File: config.mk
export PLATFORM = sky130hd
export DESIGN_NAME = if_fetch_stage_flat
export DESIGN_NICKNAME = d
export VERILOG_FILES = /design/src/rtl/if_fetch_stage_pkg.sv /design/src/rtl/if_fetch_stage_if.sv /design/src/rtl/if_predecode.sv /design/src/rtl/if_fetch_stage.sv /design/src/flat_wrapper.sv
export SDC_FILE = /design/constraint.sdc
export NUM_CORES = 1
export LEC_CHECK = 0
export ABC_AREA = 0
export CORE_ASPECT_RATIO = 1.1
export CORE_MARGIN = 8
export CORE_UTILIZATION = 35
export CTS_CLUSTER_DIAMETER = 120
export DETAILED_ROUTE_END_ITERATION = 16
export SETUP_SLACK_MARGIN = 0.2
export SLEW_MARGIN = 10
export SYNTH_ARGS = -nofsm -noshare
export SYNTH_HDL_FRONTEND = slang
export SYNTH_SLANG_ARGS = --single-unit
File: constraint.sdc
create_clock -name clk -period 5.43 [get_ports clk]
set_input_delay 1.086 -clock clk [delete_from_list [all_inputs] [get_ports clk]]
set_output_delay 1.086 -clock clk [all_outputs]
set_load 0.1 [all_outputs]
File: src/rtl/if_fetch_stage_pkg.sv
// if_fetch_stage_pkg: shared constants and types for the instruction-fetch
// stage and its downstream D-stage consumers.
//   - Reset / exception / instruction-memory address constants
//   - Fetch FSM state encoding
//   - nPC_sel control-flow class codes (also decoded by the D stage)
//   - MIPS opcode / funct constants used by the pre-decoder
//   - fetch_addr_ok(): alignment + range check for a fetch address
package if_fetch_stage_pkg;

    localparam logic [31:0] RESET_PC_DEF  = 32'h0000_3000;
    localparam logic [31:0] EXC_ENTRY_DEF = 32'h0000_4180;
    localparam logic [31:0] IM_BASE_DEF   = 32'h0000_3000;
    localparam logic [31:0] IM_LAST_DEF   = 32'h0000_4FFC;

    typedef enum logic [1:0] {
        ST_REQ  = 2'd0,
        ST_WAIT = 2'd1,
        ST_HOLD = 2'd2
    } fetch_state_e;

    // Control-flow class of the presented instruction
    localparam logic [2:0] NPC_SEQ  = 3'd0;
    localparam logic [2:0] NPC_BR   = 3'd1;
    localparam logic [2:0] NPC_J    = 3'd2;
    localparam logic [2:0] NPC_JR   = 3'd3;
    localparam logic [2:0] NPC_ERET = 3'd4;

    localparam logic [5:0] OP_SPECIAL = 6'b000000;
    localparam logic [5:0] OP_REGIMM  = 6'b000001;
    localparam logic [5:0] OP_J       = 6'b000010;
    localparam logic [5:0] OP_JAL     = 6'b000011;
    localparam logic [5:0] OP_BEQ     = 6'b000100;
    localparam logic [5:0] OP_BNE     = 6'b000101;
    localparam logic [5:0] OP_BLEZ    = 6'b000110;
    localparam logic [5:0] OP_BGTZ    = 6'b000111;
    localparam logic [5:0] FN_JR      = 6'b001000;
    localparam logic [5:0] FN_JALR    = 6'b001001;

    localparam logic [31:0] INSTR_ERET = 32'h4200_0018;

    // Legal fetch address: word aligned and inside [lo, hi]
    function automatic logic fetch_addr_ok(input logic [31:0] addr,
                                           input logic [31:0] lo,
                                           input logic [31:0] hi);
        return (addr[1:0] == 2'b00) && (addr >= lo) && (addr <= hi);
    endfunction

endpackage

File: src/rtl/if_fetch_stage_if.sv
// if_fetch_stage_if: request/ready handshake to the instruction memory.
//   imem_req   fetch -> mem   request pending (held until imem_ready)
//   imem_addr  fetch -> mem   word address, stable while imem_req is high
//   imem_ready mem -> fetch   imem_rdata valid this cycle
//   imem_rdata mem -> fetch   instruction word
// master = fetch stage, slave = instruction memory.
interface if_fetch_stage_if;
    logic        imem_req;
    logic [31:0] imem_addr;
    logic        imem_ready;
    logic [31:0] imem_rdata;

    modport master (
        output imem_req,
        output imem_addr,
        input  imem_ready,
        input  imem_rdata
    );

    modport slave (
        input  imem_req,
        input  imem_addr,
        output imem_ready,
        output imem_rdata
    );
endinterface

File: src/rtl/if_predecode.sv
// if_predecode: purely combinational classifier of an instruction word into
// its control-flow class (nPC_sel code from if_fetch_stage_pkg).
//   instr_i    in  32  instruction word
//   npc_sel_o  out  3  NPC_SEQ / NPC_BR / NPC_J / NPC_JR / NPC_ERET
module if_predecode
    import if_fetch_stage_pkg::*;
(
    input  logic [31:0] instr_i,
    output logic [2:0]  npc_sel_o
);

    logic [5:0] op_s;
    logic [5:0] funct_s;

    assign op_s    = instr_i[31:26];
    assign funct_s = instr_i[5:0];

    // Classify opcode/funct; eret is matched on the full word first
    always_comb begin
        npc_sel_o = NPC_SEQ;
        if (instr_i == INSTR_ERET) begin
            npc_sel_o = NPC_ERET;
        end else begin
            case (op_s)
                OP_BEQ, OP_BNE, OP_BLEZ, OP_BGTZ, OP_REGIMM: npc_sel_o = NPC_BR;
                OP_J, OP_JAL:                                npc_sel_o = NPC_J;
                OP_SPECIAL: begin
                    if ((funct_s == FN_JR) || (funct_s == FN_JALR)) begin
                        npc_sel_o = NPC_JR;
                    end else begin
                        npc_sel_o = NPC_SEQ;
                    end
                end
                default:                                     npc_sel_o = NPC_SEQ;
            endcase
        end
    end

endmodule

File: src/rtl/if_fetch_stage.sv
// if_fetch_stage: instruction-fetch stage feeding the IF/ID register.
// Owns the fetch PC, picks the next PC (exception > eret > redirect > PC+4),
// fetches through a request/ready memory handshake and presents a registered
// PC / instruction / valid / nPC class / AdEL flag to IF/ID.
//   clk, reset (async, active low)
//   IR_en                      IF/ID load enable (0 = stall)
//   redirect_en, redirect_pc   control-flow redirect resolved in D
//   exc_req                    exception entry accepted by CP0
//   eret_req, EPC              eret return
//   imem                       instruction-memory handshake (master side)
//   PC_F, instr_F, instr_valid_F, nPC_sel_F, exc_adel_F  presented to IF/ID
module if_fetch_stage
    import if_fetch_stage_pkg::*;
#(
    parameter logic [31:0] RESET_PC  = RESET_PC_DEF,
    parameter logic [31:0] EXC_ENTRY = EXC_ENTRY_DEF,
    parameter logic [31:0] IM_BASE   = IM_BASE_DEF,
    parameter logic [31:0] IM_LAST   = IM_LAST_DEF
)(
    input  logic               clk,
    input  logic               reset,
    input  logic               IR_en,
    input  logic               redirect_en,
    input  logic [31:0]        redirect_pc,
    input  logic               exc_req,
    input  logic               eret_req,
    input  logic [31:0]        EPC,
    if_fetch_stage_if.master   imem,
    output logic [31:0]        PC_F,
    output logic [31:0]        instr_F,
    output logic               instr_valid_F,
    output logic [2:0]         nPC_sel_F,
    output logic               exc_adel_F
);

    fetch_state_e state_q, state_d;
    logic [31:0]  pc_q, pc_d;
    logic         discard_q, discard_d;
    logic         req_q, req_d;
    logic [31:0]  addr_q, addr_d;
    logic [31:0]  pc_f_q, pc_f_d;
    logic [31:0]  instr_q, instr_d;
    logic         valid_q, valid_d;
    logic [2:0]   npc_q, npc_d;
    logic         adel_q, adel_d;

    logic         flow_chg_s;
    logic [31:0]  flow_pc_s;
    logic         addr_ok_s;
    logic [31:0]  pc_plus4_s;
    logic [2:0]   pre_npc_s;

    if_predecode u_predecode (
        .instr_i   (imem.imem_rdata),
        .npc_sel_o (pre_npc_s)
    );

    assign flow_chg_s = exc_req | eret_req | redirect_en;
    assign addr_ok_s  = fetch_addr_ok(pc_q, IM_BASE, IM_LAST);
    assign pc_plus4_s = pc_q + 32'd4;

    // Redirect target by priority: exception, then eret, then D-stage redirect
    always_comb begin
        flow_pc_s = redirect_pc;
        if (exc_req) begin
            flow_pc_s = EXC_ENTRY;
        end else if (eret_req) begin
            flow_pc_s = EPC;
        end else begin
            flow_pc_s = redirect_pc;
        end
    end

    // State register: FSM state, PC, discard flag and all registered outputs
    always_ff @(posedge clk or negedge reset) begin
        if (!reset) begin
            state_q   <= ST_REQ;
            pc_q      <= RESET_PC;
            discard_q <= 1'b0;
            req_q     <= 1'b0;
            addr_q    <= RESET_PC;
            pc_f_q    <= RESET_PC;
            instr_q   <= 32'h0000_0000;
            valid_q   <= 1'b0;
            npc_q     <= NPC_SEQ;
            adel_q    <= 1'b0;
        end else begin
            state_q   <= state_d;
            pc_q      <= pc_d;
            discard_q <= discard_d;
            req_q     <= req_d;
            addr_q    <= addr_d;
            pc_f_q    <= pc_f_d;
            instr_q   <= instr_d;
            valid_q   <= valid_d;
            npc_q     <= npc_d;
            adel_q    <= adel_d;
        end
    end

    // Next-state logic: state, PC and the stale-response discard flag
    always_comb begin
        state_d   = state_q;
        pc_d      = pc_q;
        discard_d = discard_q;
        if (flow_chg_s) begin
            pc_d    = flow_pc_s;
            state_d = ST_REQ;
            // An unanswered request leaves one stale response to drop; a
            // response arriving this very cycle is simply ignored instead.
            if (state_q == ST_WAIT) begin
                discard_d = ~imem.imem_ready;
            end else begin
                discard_d = discard_q;
            end
        end else begin
            case (state_q)
                ST_REQ: begin
                    if (addr_ok_s) begin
                        state_d = ST_WAIT;
                    end else begin
                        state_d = ST_HOLD;
                    end
                end
                ST_WAIT: begin
                    if (imem.imem_ready) begin
                        if (discard_q) begin
                            discard_d = 1'b0;
                            state_d   = ST_REQ;
                        end else begin
                            state_d   = ST_HOLD;
                        end
                    end else begin
                        state_d = ST_WAIT;
                    end
                end
                ST_HOLD: begin
                    if (IR_en) begin
                        pc_d    = pc_plus4_s;
                        state_d = ST_REQ;
                    end else begin
                        state_d = ST_HOLD;
                    end
                end
                default: begin
                    state_d = ST_REQ;
                end
            endcase
        end
    end

    // Output logic: memory request and the IF/ID-facing registered outputs
    always_comb begin
        req_d   = req_q;
        addr_d  = addr_q;
        pc_f_d  = pc_f_q;
        instr_d = instr_q;
        valid_d = valid_q;
        npc_d   = npc_q;
        adel_d  = adel_q;
        if (flow_chg_s) begin
            req_d   = 1'b0;
            instr_d = 32'h0000_0000;
            valid_d = 1'b0;
            npc_d   = NPC_SEQ;
            adel_d  = 1'b0;
        end else begin
            case (state_q)
                ST_REQ: begin
                    if (addr_ok_s) begin
                        req_d  = 1'b1;
                        addr_d = pc_q;
                    end else begin
                        // Bad fetch address: present AdEL without touching memory
                        req_d   = 1'b0;
                        pc_f_d  = pc_q;
                        instr_d = 32'h0000_0000;
                        valid_d = 1'b1;
                        npc_d   = NPC_SEQ;
                        adel_d  = 1'b1;
                    end
                end
                ST_WAIT: begin
                    if (imem.imem_ready) begin
                        req_d = 1'b0;
                        if (!discard_q) begin
                            pc_f_d  = pc_q;
                            instr_d = imem.imem_rdata;
                            valid_d = 1'b1;
                            npc_d   = pre_npc_s;
                            adel_d  = 1'b0;
                        end else begin
                            valid_d = 1'b0;
                        end
                    end else begin
                        req_d = 1'b1;
                    end
                end
                ST_HOLD: begin
                    if (IR_en) begin
                        instr_d = 32'h0000_0000;
                        valid_d = 1'b0;
                        npc_d   = NPC_SEQ;
                        adel_d  = 1'b0;
                    end else begin
                        valid_d = valid_q;
                    end
                end
                default: begin
                    req_d   = 1'b0;
                    valid_d = 1'b0;
                end
            endcase
        end
    end

    assign imem.imem_req  = req_q;
    assign imem.imem_addr = addr_q;
    assign PC_F           = pc_f_q;
    assign instr_F        = instr_q;
    assign instr_valid_F  = valid_q;
    assign nPC_sel_F      = npc_q;
    assign exc_adel_F     = adel_q;

endmodule

File: src/flat_wrapper.sv
// flat-port wrapper written by rule: the top's interface ports become plain ports
module if_fetch_stage_flat import if_fetch_stage_pkg::*;
#(
    parameter logic [31:0] RESET_PC  = RESET_PC_DEF,
    parameter logic [31:0] EXC_ENTRY = EXC_ENTRY_DEF,
    parameter logic [31:0] IM_BASE   = IM_BASE_DEF,
    parameter logic [31:0] IM_LAST   = IM_LAST_DEF
)
  (clk, reset, IR_en, redirect_en, redirect_pc, exc_req, eret_req, EPC, PC_F, instr_F, instr_valid_F, nPC_sel_F, exc_adel_F, imem_imem_req, imem_imem_addr, imem_imem_ready, imem_imem_rdata);
  if_fetch_stage_if imem_i ();
  input  logic clk;
  input  logic reset;
  input  logic IR_en;
  input  logic redirect_en;
  input  logic [31:0] redirect_pc;
  input  logic exc_req;
  input  logic eret_req;
  input  logic [31:0] EPC;
  output logic [31:0] PC_F;
  output logic [31:0] instr_F;
  output logic instr_valid_F;
  output logic [2:0] nPC_sel_F;
  output logic exc_adel_F;
  output wire logic [$bits(imem_i.imem_req)-1:0] imem_imem_req;
  output wire logic [$bits(imem_i.imem_addr)-1:0] imem_imem_addr;
  input wire logic [$bits(imem_i.imem_ready)-1:0] imem_imem_ready;
  input wire logic [$bits(imem_i.imem_rdata)-1:0] imem_imem_rdata;
  assign imem_imem_req = imem_i.imem_req;
  assign imem_imem_addr = imem_i.imem_addr;
  assign imem_i.imem_ready = imem_imem_ready;
  assign imem_i.imem_rdata = imem_imem_rdata;
  if_fetch_stage #(.RESET_PC(RESET_PC), .EXC_ENTRY(EXC_ENTRY), .IM_BASE(IM_BASE), .IM_LAST(IM_LAST)) u_core (.clk(clk), .reset(reset), .IR_en(IR_en), .redirect_en(redirect_en), .redirect_pc(redirect_pc), .exc_req(exc_req), .eret_req(eret_req), .EPC(EPC), .imem(imem_i), .PC_F(PC_F), .instr_F(instr_F), .instr_valid_F(instr_valid_F), .nPC_sel_F(nPC_sel_F), .exc_adel_F(exc_adel_F));
endmodule
==> results of run 1 <==
cell type report:
cell class,instances,area [µm²],area share [%]
multi-input cells,478,3170,32.8
repair buffers,214,2110,21.9
clock buffers,20,457,4.73
well taps,247,309,3.20
inverters,9,33.8,0.350
flip-flops and latches,137,3440,35.6
clock inverters,12,149,1.54
per-stage QoR:
stage          instance area [µm²]  util (%)  hold WS (ns)  instances  power [mW]
2_1_floorplan                 6850         -         0.502        673        1.78
3_3_place_gp                  9060      47.3         0.468       1085        2.06
3_5_place_dp                  9060      47.3         0.470       1085        2.07
4_1_cts                       9660      50.4         0.487       1117        3.27
5_1_grt                       9660      50.4         0.499       1117        3.36
6_report                      9660      50.4         0.481       1117        3.24
cell families (layout without fill, tap and decap cells):
| family | after synthesis | in the layout | synth area share [%] |
|---|---|---|---|
| AO/OA/AOI/OAI | 177 | 177 | 15.6 |
| multiplexers | 74 | 74 | 12.1 |
| buffers and inverters | 58 | 255 | 3.80 |
| AND/OR/NAND/NOR | 219 | 219 | 16.9 |
| XOR/XNOR | 2 | 2 | 0.256 |
| flip-flops | 137 | 137 | 50.2 |
| adder cells (fa/ha/maj) | 6 | 6 | 1.10 |
flip-flops by register name, summed over array words and instances, names as in the netlist:
name / cells
u_core.instr_valid_F: 1
u_core.PC_F: 32
u_core.pc_q: 32
u_core.imem.imem_addr: 32
u_core.discard_q: 1
u_core.state_q: 2
u_core.instr_F: 32
u_core.imem.imem_req: 1
u_core.nPC_sel_F: 3
u_core.exc_adel_F: 1
report_power, final:
part	total (mW)	internal, mW	switching [mW]
combinational	0.902	0.262	0.640
clock	1.19	0.743	0.445
sequential	1.15	1.10	0.0558
total	3.24	2.10	1.14
Yosys cell counts (3+ instances only):
cell type,number,share of area [%]
inv_1,9,0.49
mux2_4,6,1.3
a2bb2oi_1,3,0.38
nor3_1,16,1.2
and3_1,4,0.37
buf_6,4,0.66
a21oi_1,65,4.7
nor2_1,44,2.4
ha_1,6,1.1
a31oi_1,9,0.82
and4_1,3,0.38
nor4_1,14,1.3
nand3_1,14,1.0
o21ai_0,54,3.9
a311oi_1,5,0.64
mux2i_1,21,3.1
nand2b_1,6,0.55
nand2_1,38,2.1
dfstp_2,6,2.3
o22a_1,6,0.77
or3_1,3,0.27
mux2_2,47,7.7
buf_2,7,0.51
o22ai_1,7,0.64
dfrtp_1,131,48
clkbuf_1,36,2.0
and2_1,23,2.1
o41ai_1,4,0.51
nand4_1,44,4.0
worst max-delay path, delay by kind of cell:
family / cells / cell delay, ns
buf+inv: 2 / 0.94
simple gates: 4 / 1.57
compound gates: 1 / 0.15
worst paths after layout:
| kind | to | slack, ns | cells after the start |
|---|---|---|---|
| max | u_core.nPC_sel_F[2] | 1.99 | 7 |
| min reg2reg | u_core.imem.imem_addr[29] | 0.48 | 1 |
| max reg2reg | u_core.PC_F[14] | 2.16 | 7 |
| min | u_core.imem.imem_addr[29] | 0.48 | 1 |
| max in group asynchronous | u_core.pc_q[0] | 3.57 | 2 |
| min in group asynchronous | u_core.imem.imem_addr[9] | 0.77 | 1 |
per-layer routing:
layer,track usage [%],up-vias
li1,-,2860
met1,22.5,3027
met2,30.9,326
met3,6.70,51
met4,6.57,4
met5,0,-
==> impl_metrics.yaml, run 1 <==
synthesis:
  synth_area_per_cell_um2: 10.2
  synthDistinctLibCells: 57
  ys_seq_area_share_pct: 50.2
  synth_edf_count: 0
  synth_seq_cells: 137
  synth_nets: 782
  synthCells: 673
  mappedNetlistArea_um2: 6850
  async_reset_ff_share_pct: 100
  synthFlopType: "dfrtp_1"
  yosysWarnings: 0
placement:
  dp_slack_ns: 1.61
  place.port_buffers: 204
  dp_hpwl_mm: 16.4
  gp_congestion: 0.862
die:
  die_h_um: 163
  rows: 53
  ios: 205
  core_area_um2: 19200
  start_util_pct: 35.7
  die_width_um: 149
  die_area_um2: 24300
timing:
  final_max_slew_viol_count: 0
  fin_skew_ns: 0.0105
  setup_viol: 0
  maxSlewHeadroom_pct: 12.9
  post-route-period-util_pct: 63.4
  tightest_slew_ns: 1.30
  rsz0062_at_grt: "false"
  fmax_ghz: 0.291
  setup_tns_ns: 0
  worst_slack_ns: 1.99
  finalCriticalPeriod_ns: 3.44
  hold_viol: 0
route:
  first_pass_iters: 5
  drt-initial-drc-count: 581
  dr.max_layer_used: "met5"
  antenna_left: 0
  wl_met3_mm: 2.02
  drc: 0
  via_per_inst: 5.61
  drt-total-wl_mm: 23.1
  vias: 6268
  wl_met2_mm: 11.2
  wl_per_cell_um: 20.7
  met1Wirelength_mm: 9.30
global_route:
  antenna_found_initial: 2
  grt_pass1_wl_mm: 36.1
  grt_usage_pct: 18.9
  gr-total-overflow: 0
  grt_max_degree: 100
  first_global_vias: 6560
job:
  cap_violations: 0
final_layout:
  mostFrequentLayoutCells: "clkdlybuf4s50_1 (202), dfrtp_1 (131), a21oi_1 (64), o21ai_0 (54), mux2_2 (47)"
  antenna_cells: 0
  area_growth_pct: 41.1
  final_nets: 966
  nFillCells: 1733
  layout_commonest_cell: "clkdlybuf4s50_1"
  drive_gt1_share_pct: 13.3
critical_path:
  crit_chain: "clkdlybuf4s50_1 -> or3_2 -> buf_4 -> or4_1 -> nor3_1 -> nand4_1 -> o21ai_1"
  setup.worst_path.end_class: "register"
  r2r_start: "u_core.pc_q[2]"
  critical_path_arrival_ns: 3.78
  required_ns: 5.77
  crit_start: "exc_req"
  startpoint_type: "input pin"
  worst_path_largest_cell_delay_ns: 0.67
  crit_slowest_cell: "or3_2"
  path_max_fanout: 45
  setup.worst_path.class: "input pin to register"
worst_hold_path:
  hp-start: "u_core.imem.imem_addr[29]"
  min_path_type: "register to register"
clock_tree:
  clockBufferDepth: 2
  cts_setup_buffers: 0
  clk_latency_ns: 0.43
  cts_resized: 0
  hold_buffers: 0
  cts_buffers: 17
  root_buffer: "clkbuf_16"
  clk_pin_slew_ns: 0.06
  cts_tree: "yes"
  cts.sinks: 137
  ctsHtreeMaxLevel: 4
outcome:
  status: "complete, no violations"
power_and_ir_drop:
  p_leak_nw: 3.94
  power_density_nw_per_um2: 335
  peakVddDrop_v: 0.000217
Power figures use the tool's default switching activity.
==> inputs of run 2 (changes only) <==
==> constraint.sdc (replaced) <==
create_clock -name clk -period 3.06 [get_ports clk]
set_input_delay 0.612 -clock clk [delete_from_list [all_inputs] [get_ports clk]]
set_output_delay 0.612 -clock clk [all_outputs]
set_load 0.1 [all_outputs]
==> impl_metrics.yaml, run 2 (same netlist as run 1, synthesis figures left out) <==
critical_path:
  critical_path_arrival_ns: 2.90
  critPathBufInv: 1
  crit_chain: "ha_1 -> nand3_1 -> o31ai_2 -> a211oi_4 -> nor2_4 -> buf_12 -> mux2_2"
  startpoint_type: "register"
  setup.worst_path.end_class: "register"
  crit_slowest_cell: "o31ai_2"
  cp_top_family: "compound AO/OA/AOI/OAI gates"
  setup.worst_path.class: "register to register"
  path_max_fanout: 32
  worst_path_largest_cell_delay_ns: 0.52
  required_ns: 3.36
final_layout:
  area_growth_pct: 38.8
  mostFrequentLayoutCells: "dfrtp_1 (131), buf_4 (122), clkdlybuf4s50_1 (100), a21oi_1 (64), o21ai_0 (54)"
  layout.cells.non_filler: 1130
  drive_gt1_share_pct: 25.9
  seq_area_um2: 3440
  nFillCells: 1754
  final_nets: 979
  antenna_cells: 0
  layout_commonest_cell: "dfrtp_1"
  multi_input_area_um2: 3160
route:
  antenna_left: 0
  wl_per_cell_um: 20.6
  drc: 0
  drt-total-wl_mm: 23.3
  vias: 6231
  drt-initial-drc-count: 442
  first_pass_iters: 6
  via_per_inst: 5.51
timing:
  fin_skew_ns: 0.00939
  tightest_slew_ns: 0.645
  setup_tns_ns: 0
  maxSlewHeadroom_pct: 56.6
  rsz0062_at_grt: "false"
  post-route-period-util_pct: 84.9
  setup_viol: 0
  hold_viol: 0
  fmax_ghz: 0.385
  worst_slack_ns: 0.461
  finalCriticalPeriod_ns: 2.60
  final_max_slew_viol_count: 0
job:
  cap_violations: 0
global_route:
  grt_pass1_wl_mm: 36.6
  grt_max_degree: 63
  grt_usage_pct: 19.1
  antenna_found_initial: 0
  first_global_vias: 6487
  gr-total-overflow: 0
placement:
  gp_congestion: 0.894
  place.port_buffers: 204
  dp_slack_ns: 0.330
  dp_hpwl_mm: 16.9
  dp.cells: 1098
power_and_ir_drop:
  p_leak_nw: 4.20
  power_mw: 5.60
  power_density_nw_per_um2: 589
  peakVddDrop_v: 0.000380
clock_tree:
  cts_buffers: 17
  ctsHtreeMaxLevel: 4
  cts.sinks: 137
  root_buffer: "clkbuf_16"
  clockBufferDepth: 2
  hold_buffers: 0
  cts_tree: "yes"
  cts_resized: 0
  clk_latency_ns: 0.42
  clk_pin_slew_ns: 0.06
  cts_setup_buffers: 0
die:
  rows: 53
  core_area_um2: 19200
  die_width_um: 149
  ios: 205
  die_area_um2: 24300
  start_util_pct: 35.7
  die_h_um: 163
worst_hold_path:
  min_path_type: "input pin to async pin"
outcome:
  status: "complete, no violations"
==> run 2: cell count changes in the layout (fill, tap and decap cells not counted), sizes merged <==
cell	delta
clkinvlp	-1
clkdlybuf4s50	-102
inv	+1
clkbuf	+2
bufinv	-2
buf	+115
==> run 2: metrics by stage <==
step	instance area [µm²]	hold slack [ns]	util [%]
6_report	9500	0.188	49.6
3_5_place_dp	8940	0.472	46.6
3_3_place_gp	8940	0.470	46.6
4_1_cts	9500	0.195	49.6
5_1_grt	9500	0.235	49.6
2_1_floorplan	6850	0.316	-
==> run 2: worst reg2reg max path: cells and delay by family, from the launching register on <==
kind / cells / cell delay (ns)
adders and majority gates: 1 / 0.30
buffers and inverters: 1 / 0.23
AOI/OAI and AO/OA: 2 / 0.68
DFF: 1 / 0.49
and+or+nand+nor: 2 / 0.40
muxes: 1 / 0.38
==> run 2: path summary, 6_finish.rpt <==
check                                          start                         to  slack [ns]  depth (start not counted)
setup / recovery                      u_core.pc_q[2]            u_core.PC_F[26]        0.46                          7
hold / removal                                 reset             u_core.PC_F[9]        0.19                          1
setup reg to reg                      u_core.pc_q[2]            u_core.PC_F[26]        0.46                          7
hold reg to reg            u_core.imem.imem_addr[23]  u_core.imem.imem_addr[23]        0.48                          1
max in group asynchronous                      reset        u_core.nPC_sel_F[2]        2.05                          2
min in group clk           u_core.imem.imem_addr[23]  u_core.imem.imem_addr[23]        0.48                          1
==> run 2: layout make-up <==
cell class | count | share of cell area [%]
multi-input combinational | 478 | 33.3
tap | 247 | 3.25
inverter | 9 | 0.355
clock inverter | 10 | 0.987
timing repair buffer | 227 | 21.0
sequential | 137 | 36.2
clock buffer | 22 | 4.99
==> run 2: per-layer routing <==
metal | GRT usage [%] | up-vias | wire [µm]
li1 | - | 2883 | -
met1 | 23.4 | 3059 | 9670
met2 | 31.5 | 254 | 11400
met3 | 5.20 | 35 | 1700
met4 | 6.84 | 0 | 465
met5 | 0 | - | 0
==> run 2: power breakdown <==
group	switching, mW	total, mW	internal, mW
clock network	0.782	1.96	1.18
registers	0.100	2.04	1.94
logic	1.14	1.59	0.449
==> inputs of run 3 (changes only) <==
==> constraint.sdc (replaced) <==
create_clock -name clk -period 2.6 [get_ports clk]
set_input_delay 0.52 -clock clk [delete_from_list [all_inputs] [get_ports clk]]
set_output_delay 0.52 -clock clk [all_outputs]
set_load 0.1 [all_outputs]
==> impl_metrics.yaml, run 3 (same netlist as run 1, synthesis figures left out) <==
outcome:
  status: "complete, no violations"
global_route:
  grt_pass1_wl_mm: 35.9
  globalRouteMet2Util_pct: 30.3
  grt_max_degree: 58
  grt.met1_usage_pct: 22.9
  first_global_vias: 6399
  grt_usage_pct: 18.8
  grt.busiest_layer: "met2"
  antenna_found_initial: 0
  gr-total-overflow: 0
  met3_usage_pct: 6.70
final_layout:
  area_growth_pct: 40.7
  drive_gt1_share_pct: 26.8
  nFillCells: 1757
  layout_commonest_cell: "dfrtp_1"
  mostFrequentLayoutCells: "dfrtp_1 (131), buf_4 (126), clkdlybuf4s50_1 (100), a21oi_1 (64), o21ai_0 (54)"
  antenna_cells: 0
  final_util_pct: 50.3
  final_nets: 988
power_and_ir_drop:
  power_density_nw_per_um2: 680
  p_leak_nw: 4.24
  peakVddDrop_v: 0.000500
  power_mw: 6.56
clock_tree:
  clk_latency_ns: 0.42
  cts.sinks: 137
  cts_tree: "yes"
  cts_buffers: 17
  clockBufferDepth: 2
  hold_buffers: 0
  clk_pin_slew_ns: 0.06
  root_buffer: "clkbuf_16"
  ctsHtreeMaxLevel: 4
route:
  first_pass_iters: 5
  vias: 6300
  wl_per_cell_um: 20.2
  drc: 0
  drt-total-wl_mm: 23.0
  via_per_inst: 5.53
  drt-initial-drc-count: 502
  antenna_left: 0
timing:
  rsz0062_at_grt: "false"
  finalCriticalPeriod_ns: 2.31
  timing.hold.ws_ns: 0.0656
  post-route-period-util_pct: 88.8
  fmax_ghz: 0.433
  setup_viol: 0
  tightest_slew_ns: 0.587
  fin_skew_ns: 0.00762
  hold_viol: 0
  setup_tns_ns: 0
  final_max_slew_viol_count: 0
  maxSlewHeadroom_pct: 60.9
critical_path:
  startpoint_type: "register"
  setup.worst_path.end_class: "register"
  setup.worst_path.class: "register to register"
  critical_path_arrival_ns: 2.61
  path_max_fanout: 32
  required_ns: 2.90
placement:
  place.port_buffers: 204
  dp_hpwl_mm: 16.7
  gp_congestion: 0.864
die:
  die_width_um: 149
  die_h_um: 163
  core_area_um2: 19200
  rows: 53
  ios: 205
  start_util_pct: 35.7
  die_area_um2: 24300
job:
  cap_violations: 0
worst_hold_path:
  min_path_type: "input pin to async pin"
==> run 3: cell types whose count changed in the layout (fill, tap and decap cells not counted), moves of 2 or more <==
cell,previous run,this run
buf_12,3,8
buf_4,122,126
clkbuf_8,3,0
clkbuf_1,2,4
==> run 3: repair_timing <==
| item | in CTS | in global routing |
|---|---|---|
| hold endpoints to repair | 0 | 0 |
| endpoints found under the setup margin | 0 | 94 |
| resized for setup | 0 | 5 |
| buffers inserted | 0 | 2 |
==> run 3: layout make-up <==
type | count | area (µm²) | share of cell area, %
Sequential cell | 137 | 3440 | 35.6
Clock buffer | 21 | 440 | 4.57
Multi-Input combinational cell | 478 | 3200 | 33.2
Inverter | 9 | 33.8 | 0.350
Tap cell | 247 | 309 | 3.21
Clock inverter | 11 | 101 | 1.05
Timing Repair Buffer | 236 | 2120 | 22.0
==> run 3: metal layers <==
layer  vias up  part of all wire [%]
met4         0                   1.5
met3        31                   9.0
met2       298                    49
met5         -                     0
met1      3055                    41
li1       2916                     -
==> run 3: worst max-delay path, cell delays in order, from the launching register on <==
cell	delay [ns]
dfrtp_1	0.51
nand3_1	0.30
o31ai_4	0.38
a211oi_4	0.11
buf_4	0.17
nor2_4	0.12
buf_12	0.22
mux2_2	0.36
==> run 3: worst paths after layout <==
| path | from | end | slack [ns] | depth (start not counted) |
|---|---|---|---|---|
| max | u_core.pc_q[7] | u_core.PC_F[14] | 0.29 | 7 |
| min | reset | u_core.PC_F[11] | 0.07 | 1 |
| max reg2reg | u_core.pc_q[7] | u_core.PC_F[14] | 0.29 | 7 |
| min reg2reg | u_core.imem.imem_addr[26] | u_core.imem.imem_addr[26] | 0.49 | 1 |
| max in group asynchronous | reset | u_core.imem.imem_addr[20] | 1.80 | 2 |
| min in group clk | u_core.imem.imem_addr[26] | u_core.imem.imem_addr[26] | 0.49 | 1 |
==> run 3: power breakdown <==
part           switching [mW]  total, mW  internal, mW  leakage (nW)
clock network           0.923       2.23          1.31         0.253
logic                    1.36       1.92         0.563          2.15
registers               0.113       2.40          2.29          1.84
total                    2.39       6.56          4.16          4.24
==> run 3: per-stage QoR <==
stage / cells / setup WS (ns) / cell area, µm²
floorplan: 673 / 0.401 / 6850
global placement: 1105 / 0.0377 / 9050
detailed placement: 1105 / 0.0301 / 9050
CTS: 1137 / 0.211 / 9590
global route: 1139 / 0.207 / 9640
finish: 1139 / 0.292 / 9640
